$ cat src/rtl/logic_capture_port.sv
// Per-pod capture endpoint: packs accepted logic samples into wide words,
// then emits a final (possibly partial or empty) word when the run is flushed.
module logic_capture_port #(
  parameter int unsigned SAMPLE_WIDTH = 16,
  parameter int unsigned PACK         = 8,
  parameter int unsigned COUNT_WIDTH  = 32
) (
  input  logic                             clk,
  input  logic                             rst_n,
  input  logic                             trig_rst,
  input  logic                             capture_en,
  input  logic                             capture_flush,
  input  logic [SAMPLE_WIDTH-1:0]          sample_din,
  input  logic                             sample_valid,
  output logic                             out_valid,
  input  logic                             out_ready,
  output logic [SAMPLE_WIDTH*PACK-1:0]     out_data,
  output logic                             out_last,
  output logic [$clog2(PACK+1)-1:0]        out_nsamples,
  output logic                             overflow,
  output logic [COUNT_WIDTH-1:0]           sample_count,
  output logic                             done
);

  localparam int unsigned NS_W   = $clog2(PACK + 1);
  localparam int unsigned WORD_W = SAMPLE_WIDTH * PACK;

  typedef enum logic [2:0] {
    IDLE       = 3'd0,
    CAPTURE    = 3'd1,
    WAIT_FLUSH = 3'd2,
    FLUSH      = 3'd3,
    DONE       = 3'd4
  } state_e;

  state_e                 state_q, state_d;
  logic [NS_W-1:0]        fill_q, fill_d;
  logic [WORD_W-1:0]      acc_q, acc_d;
  logic                   out_valid_q, out_valid_d;
  logic [WORD_W-1:0]      out_data_q, out_data_d;
  logic                   out_last_q, out_last_d;
  logic [NS_W-1:0]        out_nsamples_q, out_nsamples_d;
  logic                   overflow_q, overflow_d;
  logic [COUNT_WIDTH-1:0] sample_count_q, sample_count_d;
  logic                   done_q, done_d;
  logic                   pending;

  // State and datapath registers
  always_ff @(posedge clk or negedge rst_n) begin
    if (!rst_n) begin
      state_q        <= IDLE;
      fill_q         <= '0;
      acc_q          <= '0;
      out_valid_q    <= 1'b0;
      out_data_q     <= '0;
      out_last_q     <= 1'b0;
      out_nsamples_q <= '0;
      overflow_q     <= 1'b0;
      sample_count_q <= '0;
      done_q         <= 1'b0;
    end else begin
      state_q        <= state_d;
      fill_q         <= fill_d;
      acc_q          <= acc_d;
      out_valid_q    <= out_valid_d;
      out_data_q     <= out_data_d;
      out_last_q     <= out_last_d;
      out_nsamples_q <= out_nsamples_d;
      overflow_q     <= overflow_d;
      sample_count_q <= sample_count_d;
      done_q         <= done_d;
    end
  end

  // Next-state, packing and output-word handshake
  always_comb begin
    state_d        = state_q;
    fill_d         = fill_q;
    acc_d          = acc_q;
    out_valid_d    = out_valid_q;
    out_data_d     = out_data_q;
    out_last_d     = out_last_q;
    out_nsamples_d = out_nsamples_q;
    overflow_d     = overflow_q;
    sample_count_d = sample_count_q;
    done_d         = done_q;
    // A word is still occupying the output register after this cycle
    pending        = out_valid_q && !out_ready;

    if (out_valid_q && out_ready) begin
      out_valid_d = 1'b0;
      out_last_d  = 1'b0;
    end

    unique case (state_q)
      IDLE: begin
        if (capture_en) state_d = CAPTURE;
      end
      CAPTURE: begin
        if (sample_valid && capture_en) begin
          for (int unsigned k = 0; k < PACK; k++) begin
            if (fill_q == NS_W'(k)) acc_d[k*SAMPLE_WIDTH +: SAMPLE_WIDTH] = sample_din;
          end
          sample_count_d = sample_count_q + COUNT_WIDTH'(1);
          if (fill_q == NS_W'(PACK - 1)) begin
            // Full word: hand it off unless the previous one is still waiting
            if (pending) begin
              overflow_d = 1'b1;
            end else begin
              out_valid_d    = 1'b1;
              out_data_d     = acc_d;
              out_last_d     = 1'b0;
              out_nsamples_d = NS_W'(PACK);
            end
            acc_d  = '0;
            fill_d = '0;
          end else begin
            fill_d = fill_q + NS_W'(1);
          end
        end
        if (capture_flush)    state_d = FLUSH;
        else if (!capture_en) state_d = WAIT_FLUSH;
      end
      WAIT_FLUSH: begin
        if (capture_flush) state_d = FLUSH;
      end
      FLUSH: begin
        if (out_valid_q && out_last_q) begin
          if (out_ready) begin
            done_d  = 1'b1;
            state_d = DONE;
          end
        end else if (!pending) begin
          // Final word; unused lanes are already zero in the accumulator
          out_valid_d    = 1'b1;
          out_last_d     = 1'b1;
          out_nsamples_d = fill_q;
          out_data_d     = acc_q;
          acc_d          = '0;
          fill_d         = '0;
        end
      end
      DONE: begin
      end
      default: state_d = IDLE;
    endcase

    if (trig_rst) begin
      state_d        = IDLE;
      fill_d         = '0;
      acc_d          = '0;
      out_valid_d    = 1'b0;
      out_data_d     = '0;
      out_last_d     = 1'b0;
      out_nsamples_d = '0;
      overflow_d     = 1'b0;
      sample_count_d = '0;
      done_d         = 1'b0;
    end
  end

  assign out_valid    = out_valid_q;
  assign out_data     = out_data_q;
  assign out_last     = out_last_q;
  assign out_nsamples = out_nsamples_q;
  assign overflow     = overflow_q;
  assign sample_count = sample_count_q;
  assign done         = done_q;

endmodule

$ cat config.mk
export PLATFORM = sky130hd
export DESIGN_NAME = logic_capture_port
export DESIGN_NICKNAME = d
export VERILOG_FILES = /design/src/rtl/logic_capture_port.sv
export SDC_FILE = /design/constraint.sdc
export NUM_CORES = 1
export LEC_CHECK = 0
export ABC_AREA = 1
export CORE_AREA = 4 4 196 198
export DETAILED_ROUTE_END_ITERATION = 12
export DIE_AREA = 0 0 200 202
export PLACE_DENSITY_LB_ADDON = 0.15
export REMOVE_ABC_BUFFERS = 1
export SLEW_MARGIN = 20
export SYNTH_ARGS = -nofsm -noshare
export SYNTH_HDL_FRONTEND = slang
export SYNTH_SLANG_ARGS = --single-unit
$ cat constraint.sdc
create_clock -name clk -period 1.8 [get_ports clk]
set_input_delay 0.18 -clock clk [delete_from_list [all_inputs] [get_ports clk]]
set_output_delay 0.18 -clock clk [all_outputs]
set_load 0.05 [all_outputs]
**After elaboration in Yosys (flattened, before gate mapping)**

Cells that the tools add are included.

- Register bits after elaboration: 303
- Bits in writable memories: 0
- Memories kept: 0
- Bits in read-only memories: 0
- Bits in latches: 0
- Input port bits: 23

- $mul: 0
- Shifts and indexed selects: 0
- Bitwise gates (word level): 0
- Add/subtract/negate cells: 2
- Equal/unequal tests: 22
- Div/mod/pow operators: 0
- Reduce and logical (&&, ||, !) cells: 21
- Muxes and demuxes: 69
- $lt $le $gt $ge: 0

Operators with widths:

| kind | number |
|---|---|
| $mux W128 | 11 |
| $pmux W128 S2 | 2 |
| $mux W16 | 8 |
| $mux W32 | 3 |
| $mux W4 | 11 |
| $add A32 B1 Y32 const B | 1 |
| $ne A3 B3 Y1 const B | 9 |
| $mux W1 | 22 |
| $mux W3 | 7 |
| $eq A4 B3 Y1 const B | 4 |
| $pmux W4 S2 | 2 |
| $pmux W3 S5 | 1 |
| $reduce_bool A2 Y1 | 7 |
| $reduce_and A6 Y1 | 2 |
| $eq A4 B2 Y1 const B | 2 |
| $reduce_and A4 Y1 | 2 |
| $eq A3 B2 Y1 const B | 2 |
| $add A4 B1 Y4 const B | 1 |
| $eq A4 B1 Y1 const B | 1 |
| $logic_and A1 B1 Y1 | 4 |
| $logic_not A4 Y1 | 1 |
| $ne A4 B4 Y1 const B | 1 |
| $pmux W1 S2 | 2 |
| $eq A3 B1 Y1 const B | 1 |
| other kinds (7) | 7 |

**Longest topological paths before layout**

Gate-level depths: netlist (run 1).

- Word-level depth: 7
- Gate-level depth with buffers: 11
- Mapped depth without buffers: 10

**Least setup slack after synthesis (run 1)**

OpenSTA, ideal clock, no wires.

- Path type: reg-to-reg
- From: reg sample_count_q[1], in the netlist sample_count[1]
- To: reg sample_count_q[24], in the netlist sample_count[24]
- Data arrival time: 1.756 ns
- Buffers on the path: 0
- Slack: -0.075 ns
- Data required time: 1.680 ns
- Stages on the path, launching flop included: 9
- Cells stage by stage: dfrtp_1 ha_1 nand2_1 nor2_1 nand3_1 nor2_1 nand2_1 o21ai_0 nor2_1

- Longest elaborated chain between the ends: 4

Ends and longest elaborated chain:

| element | RTL line | RTL |
|---|---|---|
| from (decl) | 44 | `logic [COUNT_WIDTH-1:0] sample_count_q, sample_count_d;` |
| from (signal assigned) | 70 | `sample_count_q <= sample_count_d;` |
| $add A32 B1 Y32 | 104 | `sample_count_d = sample_count_q + COUNT_WIDTH'(1);` |
| $mux W32 | 100 | `if (sample_valid && capture_en) begin` |
| $mux W32 | 95 | `unique case (state_q)` |
| $mux W32 | 148 | `if (trig_rst) begin` |

No other way between the ends. The select of a mux whose other input is x is not followed.
A chain may end at the register's enable or synchronous reset.

**Worst setup path in the final report (run 1)**

- From: reg fill_q[1]
- To: reg out_data_q[104], in the netlist out_data[104]

- Longest elaborated chain between the ends: 7
- Elaborated cells on any way between the ends: 10
- Classes of those cells: 3 x eq/ne; 6 x mux; 1 x reduce/logical

Ends and longest elaborated chain:

| element | RTL line | RTL |
|---|---|---|
| from (decl) | 37 | `logic [NS_W-1:0] fill_q, fill_d;` |
| from (signal assigned) | 63 | `fill_q <= fill_d;` |
| $eq A4 B3 Y1 | 102 | `if (fill_q == NS_W'(k)) acc_d[k*SAMPLE_WIDTH +: SAMPLE_WIDTH] = sample_din;` |
| $mux W16 | 102 |  |
| $mux W128 | 107 | `if (pending) begin` |
| $mux W128 | 105 | `if (fill_q == NS_W'(PACK - 1)) begin` |
| $mux W128 | 100 |  |
| $pmux W128 S2 | 95 |  |
| $mux W128 | 148 |  |
| to (signal assigned) | 66 | `out_data_q <= out_data_d;` |
| to (decl) | 40 | `logic [WORD_W-1:0] out_data_q, out_data_d;` |

Parallel ways exist; a longest one is shown, timed or not. The select of a mux whose other input is x is not followed.

==> results of run 1 <==
layout make-up:
| cell class | count | area, um2 | share of cell area, % |
|---|---|---|---|
| clock buffer | 50 | 1030 | 5.08 |
| clock inverter | 12 | 151 | 0.749 |
| inverter | 178 | 683 | 3.38 |
| multi-input combinational | 1442 | 6620 | 32.8 |
| sequential | 303 | 7580 | 37.5 |
| tap | 468 | 586 | 2.90 |
| timing repair buffer | 319 | 3550 | 17.6 |
worst reg2reg max path, stage by stage, from the launching register on:
cell	delay, ns
dfrtp_1	0.36
ha_2	0.22
nand3_4	0.11
buf_6	0.15
o211ai_4	0.16
nand2_2	0.08
nor2_4	0.13
buf_12	0.19
buf_12	0.18
nand2_1	0.09
nand2_1	0.07
sequential cells by signal, summed over array words and instances, names as in the netlist:
signal and flops:
acc_q 128, done 1, fill_q 4, out_data 128, out_last 1, out_nsamples 4, out_valid 1, overflow 1
sample_count 32, state_q 3
routing by layer:
layer	share of wire (%)	up-vias	wire (um)	GRT usage, %
li1	-	7076	-	-
met1	44	7012	21900	31.6
met2	46	527	23000	36.2
met3	7.4	78	3690	4.17
met4	2.2	0	1110	5.77
met5	0	-	0	0
power breakdown:
part	switching, uW	internal, uW
sequential	736	8400
clock	2900	4420
combinational	10700	5530
kinds of logic (layout without fill, tap and decap cells):
| group | Yosys count | in the layout |
|---|---|---|
| simple gates | 1035 | 1036 |
| compound gates | 399 | 399 |
| buf+inv | 307 | 559 |
| flops | 303 | 303 |
| fa+ha+maj | 5 | 5 |
| xor+xnor | 2 | 2 |
through the flow:
step / power (uW) / setup WS [ns] / instance area (um2) / setup TNS, ns / util [%]
after floorplan: 16200 / -3.79 / 14600 / -754.11 / -
after global placement: 23700 / -0.0479 / 18400 / -1.72 / 50.5
after detailed placement: 24000 / -0.0982 / 18400 / -3.54 / 50.5
after CTS: 31100 / -0.00437 / 19500 / -0.0108 / 53.5
after global routing: 34700 / -0.0805 / 20200 / -6.28 / 55.3
final: 32700 / 0.0131 / 20200 / 0 / 55.3
synth_stat cells:
cell      instances
nand4_1           5
nand2_2           3
nor3_1           77
inv_1           171
nor2_8            1
o21ai_1          39
o21ai_2           1
buf_4             5
buf_2            69
nor2_1          150
nand2_1         752
ha_1              5
o211ai_2          1
o21ai_0         221
nand3_2           2
or2_2             1
nor2_4            2
buf_6             2
clkbuf_1         48
nand3_1          36
a31oi_1           3
o21a_1            1
nor2_2            4
xor2_1            2
dfrtp_1         303
nand3b_1          1
o31ai_1           1
a21oi_1          20
inv_2             7
buf_1             5
o211ai_1         34
o22ai_1          78
nand2_4           1
worst max-delay path by stage:
stage,depth (start not counted),slack (ns),to
2_1_floorplan,8,-3.79,out_data[0]
3_3_place_gp,10,-0.05,out_data[2]
3_5_place_dp,10,-0.1,sample_count[5]
6_report,10,0.01,out_data[104]
4_1_cts,9,-0.004,out_data[68]
5_1_grt,10,-0.08,out_data[104]
what timing repair did:
item | 4_1_cts | 5_1_grt
endpoints found under the hold margin | 47 | 0
endpoints found under the setup margin | 166 | 272
buffers inserted | 1 | 4
resized for setup | 154 | 71
hold buffers | 1 | 0
cloned | 1 | 18
pin swaps | 2 | 5
==> summary.txt, run 1 <==
Floorplanning
  – Core Footprint: 0.0365 mm2
  – Die area: 0.0404 mm2
  – # IOs: 191
  – Row count: 70
  – Height of the die: 202 um
  – Initial Utilization: 41.8%
  – Die W: 200 um

Worst setup path
  – Reg2reg path depth: 10
  – Crit end category: flip-flop
  – R2r setup slk: 0.01 ns
  – Family with the most delay on the worst path: buffers and inverters
  – Crit Path Max Fanout: 15
  – Critical Path Max Stage Delay: 0.36 ns
  – Critical path launch point type: flip-flop
  – CP Data Arrival Time: 2.24 ns
  – Kind of critical path: flip-flop to flip-flop
  – RR Endpoint: out_data[104]
  – Buf+Inv Stages, Crit Path: 3
  – CP startpoint: fill_q[1]
  – FF-to-FF Start: fill_q[1]
  – Crit-path slowest cell: dfrtp_1
  – Critical Path, Cell by Cell: ha_2 > nand3_4 > buf_6 > o211ai_4 > nand2_2 > nor2_4 > buf_12 > buf_12 > nand2_1 > nand2_1
  – Req. time, crit path: 2.25 ns

Synthesis
  – Synth Area in Adders: 0.410%
  – Simple-Gate Fraction of Synth Area: 27.0%
  – Synthesized area per cell: 7.43 um2
  – Post-synthesis mux area share: 0%
  – Syn Inst Count: 2051
  – Cell variety after synth: 33
  – Yosys reg bits: 303
  – Synthesized cell area: 0.0152 mm2
  – Synth area leaders: dfrtp_1, nand2_1, o21ai_0, inv_1, nor2_1
  – Synth Warn #: 0
  – Largest family of logic cells by synthesized area: simple AND/OR/NAND/NOR gates
  – Xor and xnor area share after synthesis: 0.115%
  – Biggest area consumer among synthesized cells: dfrtp_1
  – Top cell type's share of synthesized area: 49.7%
  – Sequential share of the synthesized area: 49.7%
  – Complex-gate fraction of the synthesized area: 14.4%

Placed design
  – I/O Buffers: 190
  – Post-DP HPWL: 30400 um
  – Placed Instances: 2685
  – Placer congestion estimate: 0.854

Route
  – DR vias: 14700
  – TritonRoute pass-1 iters: 6
  – Drc violations: 0
  – Routed Wire Length: 49700 um
  – WL/cell: 17.9 um
  – Remaining antenna violation count after routing: 0
  – Detailed Route Iter0 Violations: 886
  – DR vias/cell: 5.30

Worst hold path
  – Hold Crit Class: primary input to async pin

Clock tree
  – CTS Buffer Depth: 3
  – Clock sink total: 303
  – Clock transition at the registers of the reported paths: 0.06 ns
  – Clk Latency, worst-skew pair: 0.52 ns
  – H-tree depth: 2
  – CTS buffer count: 37
  – CTS tree: built
  – Clk root buf: clkbuf_16

STA
  – Fin Clk Skew: 0.0170 ns
  – Final-report max-slew violation count: 0
  – Tmin final: 1.79 ns
  – Worst Tran Pin Value: 0.538 ns
  – Hold_ws: 0.189 ns
  – Final Hold Viols: 0
  – RSZ-0062 raised after global routing: yes
  – Fmax: 560 MHz
  – Rel. slew slack: 64.3%
  – Endpoints failing setup: 0
  – Period utilization: 99.3%

Layout
  – Ant diodes: 0
  – Layout cells sized above 1: 11.8%
  – Filler instances: 3405
  – Final std cells w/o fill: 2772
  – Layout area overhead: 32.5%
  – Commonest non-fill, non-tap cells in the layout: nand2_1, dfrtp_1, o21ai_0, inv_1, nor2_1
  – Final nets: 2309
  – Most common cell after layout, fill and taps aside: nand2_1

GRT
  – Initial antenna violation count: 0
  – Largest net degree at the start of global routing: 78
  – GRT Util Overall: 22.6%
  – Number of global-route vias before repair: 14100
  – GRT overflow: 0
  – First-pass GRT wire length: 75200 um

Power and ir drop
  – Pwr Density: 1620 mW/mm2
  – Leak pwr: 0.0106 uW
  – Peak supply drop: 0.000813 V

Run
  – Maxcap violations: 0

Outcome
  – Status: completed
Note: power is estimated with default switching activity, not from simulation.
==> inputs of run 2 (changes only) <==
--- a/config.mk
+++ b/config.mk
@@ -11,6 +11,7 @@
 export DIE_AREA = 0 0 200 202
 export PLACE_DENSITY_LB_ADDON = 0.15
 export REMOVE_ABC_BUFFERS = 1
+export SKIP_CTS_REPAIR_TIMING = 1
 export SLEW_MARGIN = 20
 export SYNTH_ARGS = -nofsm -noshare
 export SYNTH_HDL_FRONTEND = slang
==> constraint.sdc (replaced) <==
create_clock -name clk -period 1.9 [get_ports clk]
set_input_delay 0.19 -clock clk [delete_from_list [all_inputs] [get_ports clk]]
set_output_delay 0.19 -clock clk [all_outputs]
set_load 0.05 [all_outputs]
==> summary.txt, run 2 (synthesized netlist as in run 1, its figures left out) <==
Outcome
  – Status: completed

Power and ir drop
  – Leak pwr: 0.0120 uW (+14%)
  – Peak supply drop: 0.000686 V (-16%)
  – Pwr Density: 1490 mW/mm2 (-8.1%)

Worst setup path
  – R2r setup slk: 0.02 ns (about the same)
  – CP Data Arrival Time: 2.34 ns (+0.10 ns)
  – Reg2reg path depth: 10 (unchanged)
  – Req. time, crit path: 2.36 ns (+0.11 ns)
  – Crit Path Max Fanout: 16 (+1)
  – Kind of critical path: flip-flop to flip-flop
  – Crit end category: flip-flop
  – FF-to-FF Start: fill_q[0]
  – Critical path launch point type: flip-flop
  – RR Endpoint: out_data[96]

Layout
  – Layout cells sized above 1: 9.48% (-2.3 points)
  – Commonest non-fill, non-tap cells in the layout: nand2_1, dfrtp_1, o21ai_0, inv_1, nor2_1
  – Layout area overhead: 32.8%
  – Final nets: 2293 (-0.69%)
  – Ant diodes: 0 (unchanged)
  – Final std cells w/o fill: 2756 (-0.58%)
  – Most common cell after layout, fill and taps aside: nand2_1

Route
  – DR vias/cell: 5.26 (-0.84%)
  – Routed Wire Length: 47200 um (-5.0%)
  – TritonRoute pass-1 iters: 6 (unchanged)
  – WL/cell: 17.1 um (-4.5%)
  – Remaining antenna violation count after routing: 0 (unchanged)
  – Detailed Route Iter0 Violations: 968 (+9.3%)
  – DR vias: 14500 (-1.4%)
  – Drc violations: 0 (unchanged)

Clock tree
  – CTS Buffer Depth: 3 (unchanged)
  – H-tree depth: 2 (unchanged)
  – CTS tree: built
  – Clk Latency, worst-skew pair: 0.52 ns (about the same)
  – Clock transition at the registers of the reported paths: 0.06 ns (about the same)
  – Clock sink total: 303 (unchanged)
  – Clk root buf: clkbuf_16
  – CTS buffer count: 36 (-2.7%)

STA
  – Endpoints failing setup: 0 (unchanged)
  – Fin Clk Skew: 0.00852 ns (-0.00844 ns)
  – Fmax: 531 MHz (-5.1%)
  – Final-report max-slew violation count: 0 (unchanged)
  – Worst Tran Pin Value: 0.566 ns (+0.0284 ns)
  – Period utilization: 99.1% (-0.14 points)
  – Rel. slew slack: 62.2% (-2.1 points)
  – Tmin final: 1.88 ns (+0.0966 ns)
  – Final Hold Viols: 0 (unchanged)
  – Hold_ws: 0.194 ns (+0.00479 ns)
  – Fin Setup TNS: 0 ns (unchanged)
  – RSZ-0062 raised after global routing: yes

Floorplanning
  – Row count: 70 (unchanged)
  – Die W: 200 um (unchanged)
  – # IOs: 191 (unchanged)
  – Die area: 0.0404 mm2 (unchanged)
  – Initial Utilization: 41.8% (unchanged)
  – Core Footprint: 0.0365 mm2 (unchanged)
  – Height of the die: 202 um (unchanged)

GRT
  – Initial antenna violation count: 0 (unchanged)
  – Number of global-route vias before repair: 13800 (-1.8%)
  – First-pass GRT wire length: 73900 um (-1.7%)
  – GRT overflow: 0 (unchanged)
  – Largest net degree at the start of global routing: 59 (-24%)
  – GRT Util Overall: 22.4% (-0.13 points)

Placed design
  – Placed Instances: 2675 (-0.37%)
  – I/O Buffers: 190 (unchanged)
  – Placer congestion estimate: 0.851 (-0.40%)
  – Post-DP HPWL: 30000 um (-1.4%)

Run
  – Maxcap violations: 0 (unchanged)

Worst hold path
  – Hold Crit Class: primary input to async pin
## run 2: changes by cell type in the layout (fill, tap and decap cells not counted), sizes merged
| cell | before | now |
|---|---|---|
| buf | 147 | 113 |
| bufinv | 3 | 2 |
| clkbuf | 64 | 63 |
| clkdlybuf4s50 | 21 | 52 |
| clkinv | 7 | 4 |
| clkinvlp | 2 | 1 |
| dlygate4sd2 | 136 | 0 |
| dlymetal6s2s | 0 | 130 |
| nand2 | 757 | 756 |
## run 2: per-layer routing
| layer | track usage [%] | vias up | share of wire [%] | routed length (um) |
|---|---|---|---|---|
| met1 | 31.6 | 6906 | 44 | 20800 |
| met2 | 35.9 | 454 | 47 | 22100 |
| met3 | 4.43 | 65 | 7.3 | 3430 |
| met4 | 5.12 | 0 | 2.0 | 945 |
| met5 | 0 | - | 0 | 0 |
| li1 | - | 7060 | - | - |
## run 2: final cells by class
cell class	instances	area, um2
clock buffers	54	1020
clock inverters	7	87.6
fillers	3352	16300
inverters	178	673
multi-input cells	1441	6530
flip-flops and latches	303	7580
well taps	468	586
repair buffers	305	3770
## run 2: worst max-delay path by stage
stage	from	end	slack (ns)	cells past startpoint
2_1_floorplan	out_valid	out_data[0]	-3.69	8
3_3_place_gp	fill_q[0]	out_data[113]	-0.003	9
3_5_place_dp	fill_q[0]	out_data[113]	-0.1	9
4_1_cts	sample_count[27]	sample_count[27]	-0.16	1
5_1_grt	fill_q[0]	out_nsamples[2]	-0.06	10
6_report	fill_q[0]	out_data[96]	0.02	10
## run 2: worst max-delay path, cell delays in order (launching register included)
cell	delay, ns
dfrtp_1	0.37
ha_2	0.22
nand3_4	0.09
buf_6	0.14
o211ai_2	0.16
nand2_2	0.08
nor2_4	0.19
buf_12	0.22
clkbuf_16	0.21
nand2_1	0.07
nand2_1	0.06
## run 2: through the flow
stage / utilization, % / worst slack (ns) / power [uW] / instance area, um2
final: 55.4 / 0.0165 / 30100 / 20200
after global routing: 55.4 / -0.0617 / 32000 / 20200
after CTS: 53.3 / -0.155 / 29200 / 19500
after detailed placement: 50.2 / -0.0978 / 22400 / 18300
after global placement: 50.2 / -0.00322 / 22200 / 18300
after floorplan: - / -3.69 / 15400 / 14600
## run 2: power breakdown
| part | switching [uW] | internal [uW] | total (uW) |
|---|---|---|---|
| clock network | 2690 | 3960 | 6650 |
| registers | 691 | 7950 | 8640 |
| logic | 9650 | 5180 | 14800 |
| total | 13000 | 17100 | 30100 |
==> inputs of run 3 (changes only) <==
--- a/config.mk
+++ b/config.mk
@@ -6,9 +6,9 @@
 export NUM_CORES = 1
 export LEC_CHECK = 0
 export ABC_AREA = 1
-export CORE_AREA = 4 4 196 198
+export CORE_AREA = 4 4 172 174
 export DETAILED_ROUTE_END_ITERATION = 12
-export DIE_AREA = 0 0 200 202
+export DIE_AREA = 0 0 176 178
 export PLACE_DENSITY_LB_ADDON = 0.15
 export REMOVE_ABC_BUFFERS = 1
 export SKIP_CTS_REPAIR_TIMING = 1
==> summary.txt, run 3 (synthesized netlist as in run 1, its figures left out) <==
Power and ir drop
  – Tot Pwr: 30500 uW (+1.3%)
  – Leak pwr: 0.0118 uW (-2.0%)
  – Peak supply drop: 0.000955 V (+39%)
  – Pwr Density: 1520 mW/mm2 (+2.2%)
  – Flop pwr share: 28.5% (-0.2 points)
  – Switching Fraction: 43.2% (-0.047 points)
  – P_sw: 13200 uW (+1.2%)
  – Comb power frac: 49.3% (about the same)
  – Total internal power: 17300 uW (+1.4%)
  – Clock share of power: 22.1% (about the same)

Route
  – DR vias/cell: 5.54 (+5.4%)
  – TritonRoute pass-1 iters: 5 (-1)
  – DR vias: 14700 (+1.8%)
  – Drc violations: 0 (unchanged)
  – Detailed Route Iter0 Violations: 1461 (+51%)
  – Routed Wire Length: 45300 um (-4.0%)
  – WL/cell: 17.0 um (-0.60%)
  – Remaining antenna violation count after routing: 0 (unchanged)

Worst setup path
  – Crit Path Max Fanout: 2 (-14)
  – Family with the most delay on the worst path: buffers and inverters
  – Req. time, crit path: 1.71 ns (-0.65 ns)
  – Critical Path, Cell by Cell: clkdlybuf4s50_1
  – Buf+Inv Stages, Crit Path: 1 (-2)
  – Crit end category: primary output
  – Critical path launch point type: flip-flop
  – Kind of critical path: flip-flop to primary output
  – CP Data Arrival Time: 1.74 ns (-0.60 ns)
  – Worst setup path end: out_data[43]
  – Crit-path slowest cell: clkdlybuf4s50_1
  – RR Endpoint: out_data[72]
  – R2r setup slk: 0.07 ns (+0.05 ns)
  – FF-to-FF Start: fill_q[0]
  – CP startpoint: out_data[43]
  – Critical Path Max Stage Delay: 0.85 ns (+0.48 ns)
  – WP depth: 1 (-9)
  – Reg2reg path depth: 8 (-2)

Clock tree
  – CTS buffer count: 34 (-5.6%)
  – CTS tree: built
  – Clk Latency, worst-skew pair: 0.52 ns (about the same)
  – CTS Buffer Depth: 3 (unchanged)
  – Clock sink total: 303 (unchanged)
  – Clk root buf: clkbuf_16
  – Clock transition at the registers of the reported paths: 0.06 ns (about the same)
  – H-tree depth: 2 (unchanged)

STA
  – Endpoints failing setup: 1 (+1)
  – Rel. slew slack: 61.3% (-0.85 points)
  – Final Hold Viols: 0 (unchanged)
  – Fin Setup TNS: -0.0273 ns (-0.0273 ns)
  – Fmax: 519 MHz (-2.3%)
  – Fin Clk Skew: 0.0172 ns (+0.00869 ns)
  – Worst Tran Pin Value: 0.579 ns (+0.0128 ns)
  – Tmin final: 1.93 ns (+0.0439 ns)
  – Final-report max-slew violation count: 0 (unchanged)
  – RSZ-0062 raised after global routing: yes
  – Final WS setup: -0.0273 ns (-0.0439 ns)
  – Period utilization: 101% (+2.3 points)

Floorplanning
  – Height of the die: 178 um (-12%)
  – Initial Utilization: 54.9% (+13 points)
  – Core Footprint: 0.0278 mm2 (-24%)
  – Row count: 61 (-13%)
  – Die W: 176 um (-12%)
  – Die area: 0.0313 mm2 (-22%)
  – # IOs: 191 (unchanged)

Placed design
  – Placer congestion estimate: 0.874 (+2.7%)
  – I/O Buffers: 190 (unchanged)
  – Worst slack, placed: -0.0834 ns (+0.0144 ns)
  – Post-DP HPWL: 28200 um (-6.0%)

Layout
  – Most common cell after layout, fill and taps aside: nand2_1
  – Multi-input gate area: 0.00648 mm2 (-0.80%)
  – Commonest non-fill, non-tap cells in the layout: nand2_1, dfrtp_1, o21ai_0, inv_1, nor2_1
  – FF/Latch Area: 0.00759 mm2 (about the same)
  – Final nets: 2285 (-0.35%)
  – Layout cells sized above 1: 8.72% (-0.77 points)
  – Layout area overhead: 31.7%
  – Ant diodes: 0 (unchanged)
  – Filler instances: 2153 (-36%)

Run
  – Maxcap violations: 0 (unchanged)

GRT
  – GRT Util Overall: 27.1% (+4.7 points)
  – Largest net degree at the start of global routing: 59 (unchanged)
  – Number of global-route vias before repair: 14100 (+1.8%)
  – GRT overflow: 0 (unchanged)
  – Initial antenna violation count: 0 (unchanged)
  – First-pass GRT wire length: 70000 um (-5.2%)

Worst hold path
  – Hold Crit Class: primary input to async pin

Outcome
  – Status: complete, but fails checks
  – Violations in the final reports: setup timing
[run 3: changes by cell type in the layout (fill, tap and decap cells not counted), sizes merged]
cell and delta:
dlymetal6s2s -11, clkinv +4, bufinv +2, clkbuf -5, inv +2, buf -13
clkdlybuf4s50 +17, clkinvlp -1
[run 3: how the worst min path moves through the flow]
stage	endpoint	startpoint	slack [ns]	cells after the start
floorplan	acc_q[0]	rst_n	-0.11	0
global placement	acc_q[104]	rst_n	0.17	1
detailed placement	acc_q[104]	rst_n	0.17	1
CTS	acc_q[88]	rst_n	-0.37	1
global route	acc_q[88]	rst_n	0.26	2
finish	acc_q[88]	rst_n	0.22	2
[run 3: worst reg2reg max path: stages (launching register included)]
cell	delay [ns]
dfrtp_2	0.45
inv_1	0.14
ha_1	0.21
nand3_2	0.12
buf_4	0.22
o21ai_0	0.31
o22ai_1	0.12
nand2_1	0.10
nand2_1	0.05
[run 3: layout make-up]
cell class	instances	area share, %
repair buffers	299	18.5
flip-flops and latches	303	37.8
clock inverters	14	0.960
multi-input cells	1441	32.3
well taps	378	2.36
clock buffers	48	4.75
inverters	178	3.38
[run 3: per-stage QoR]
| step | utilization [%] | hold slack (ns) | cells | area [um2] |
|---|---|---|---|---|
| after global placement | 65.3 | 0.174 | 2577 | 18100 |
| after CTS | 69.4 | -0.365 | 2639 | 19300 |
| after floorplan | - | -0.106 | 1922 | 14600 |
| after detailed placement | 65.3 | 0.172 | 2577 | 18100 |
| after global routing | 72.3 | 0.260 | 2661 | 20100 |
| final | 72.3 | 0.221 | 2661 | 20100 |
[run 3: power groups by stage]
stage / sequential (uW) / clock [uW] / combinational, uW
floorplan: 10300 / 0 / 5150
global placement: 8750 / 0 / 13000
detailed placement: 8790 / 0 / 13300
CTS: 8690 / 6830 / 13400
global route: 8870 / 7130 / 16200
finish: 8710 / 6750 / 15100
[run 3: layer usage]
layer / routed length (um) / up-vias / GRT usage, %
met5: 0 / - / 0
met4: 1060 / 0 / 8.97
met3: 4000 / 94 / 5.47
met2: 21900 / 612 / 44.8
met1: 18400 / 7025 / 36.3
li1: - / 7015 / -
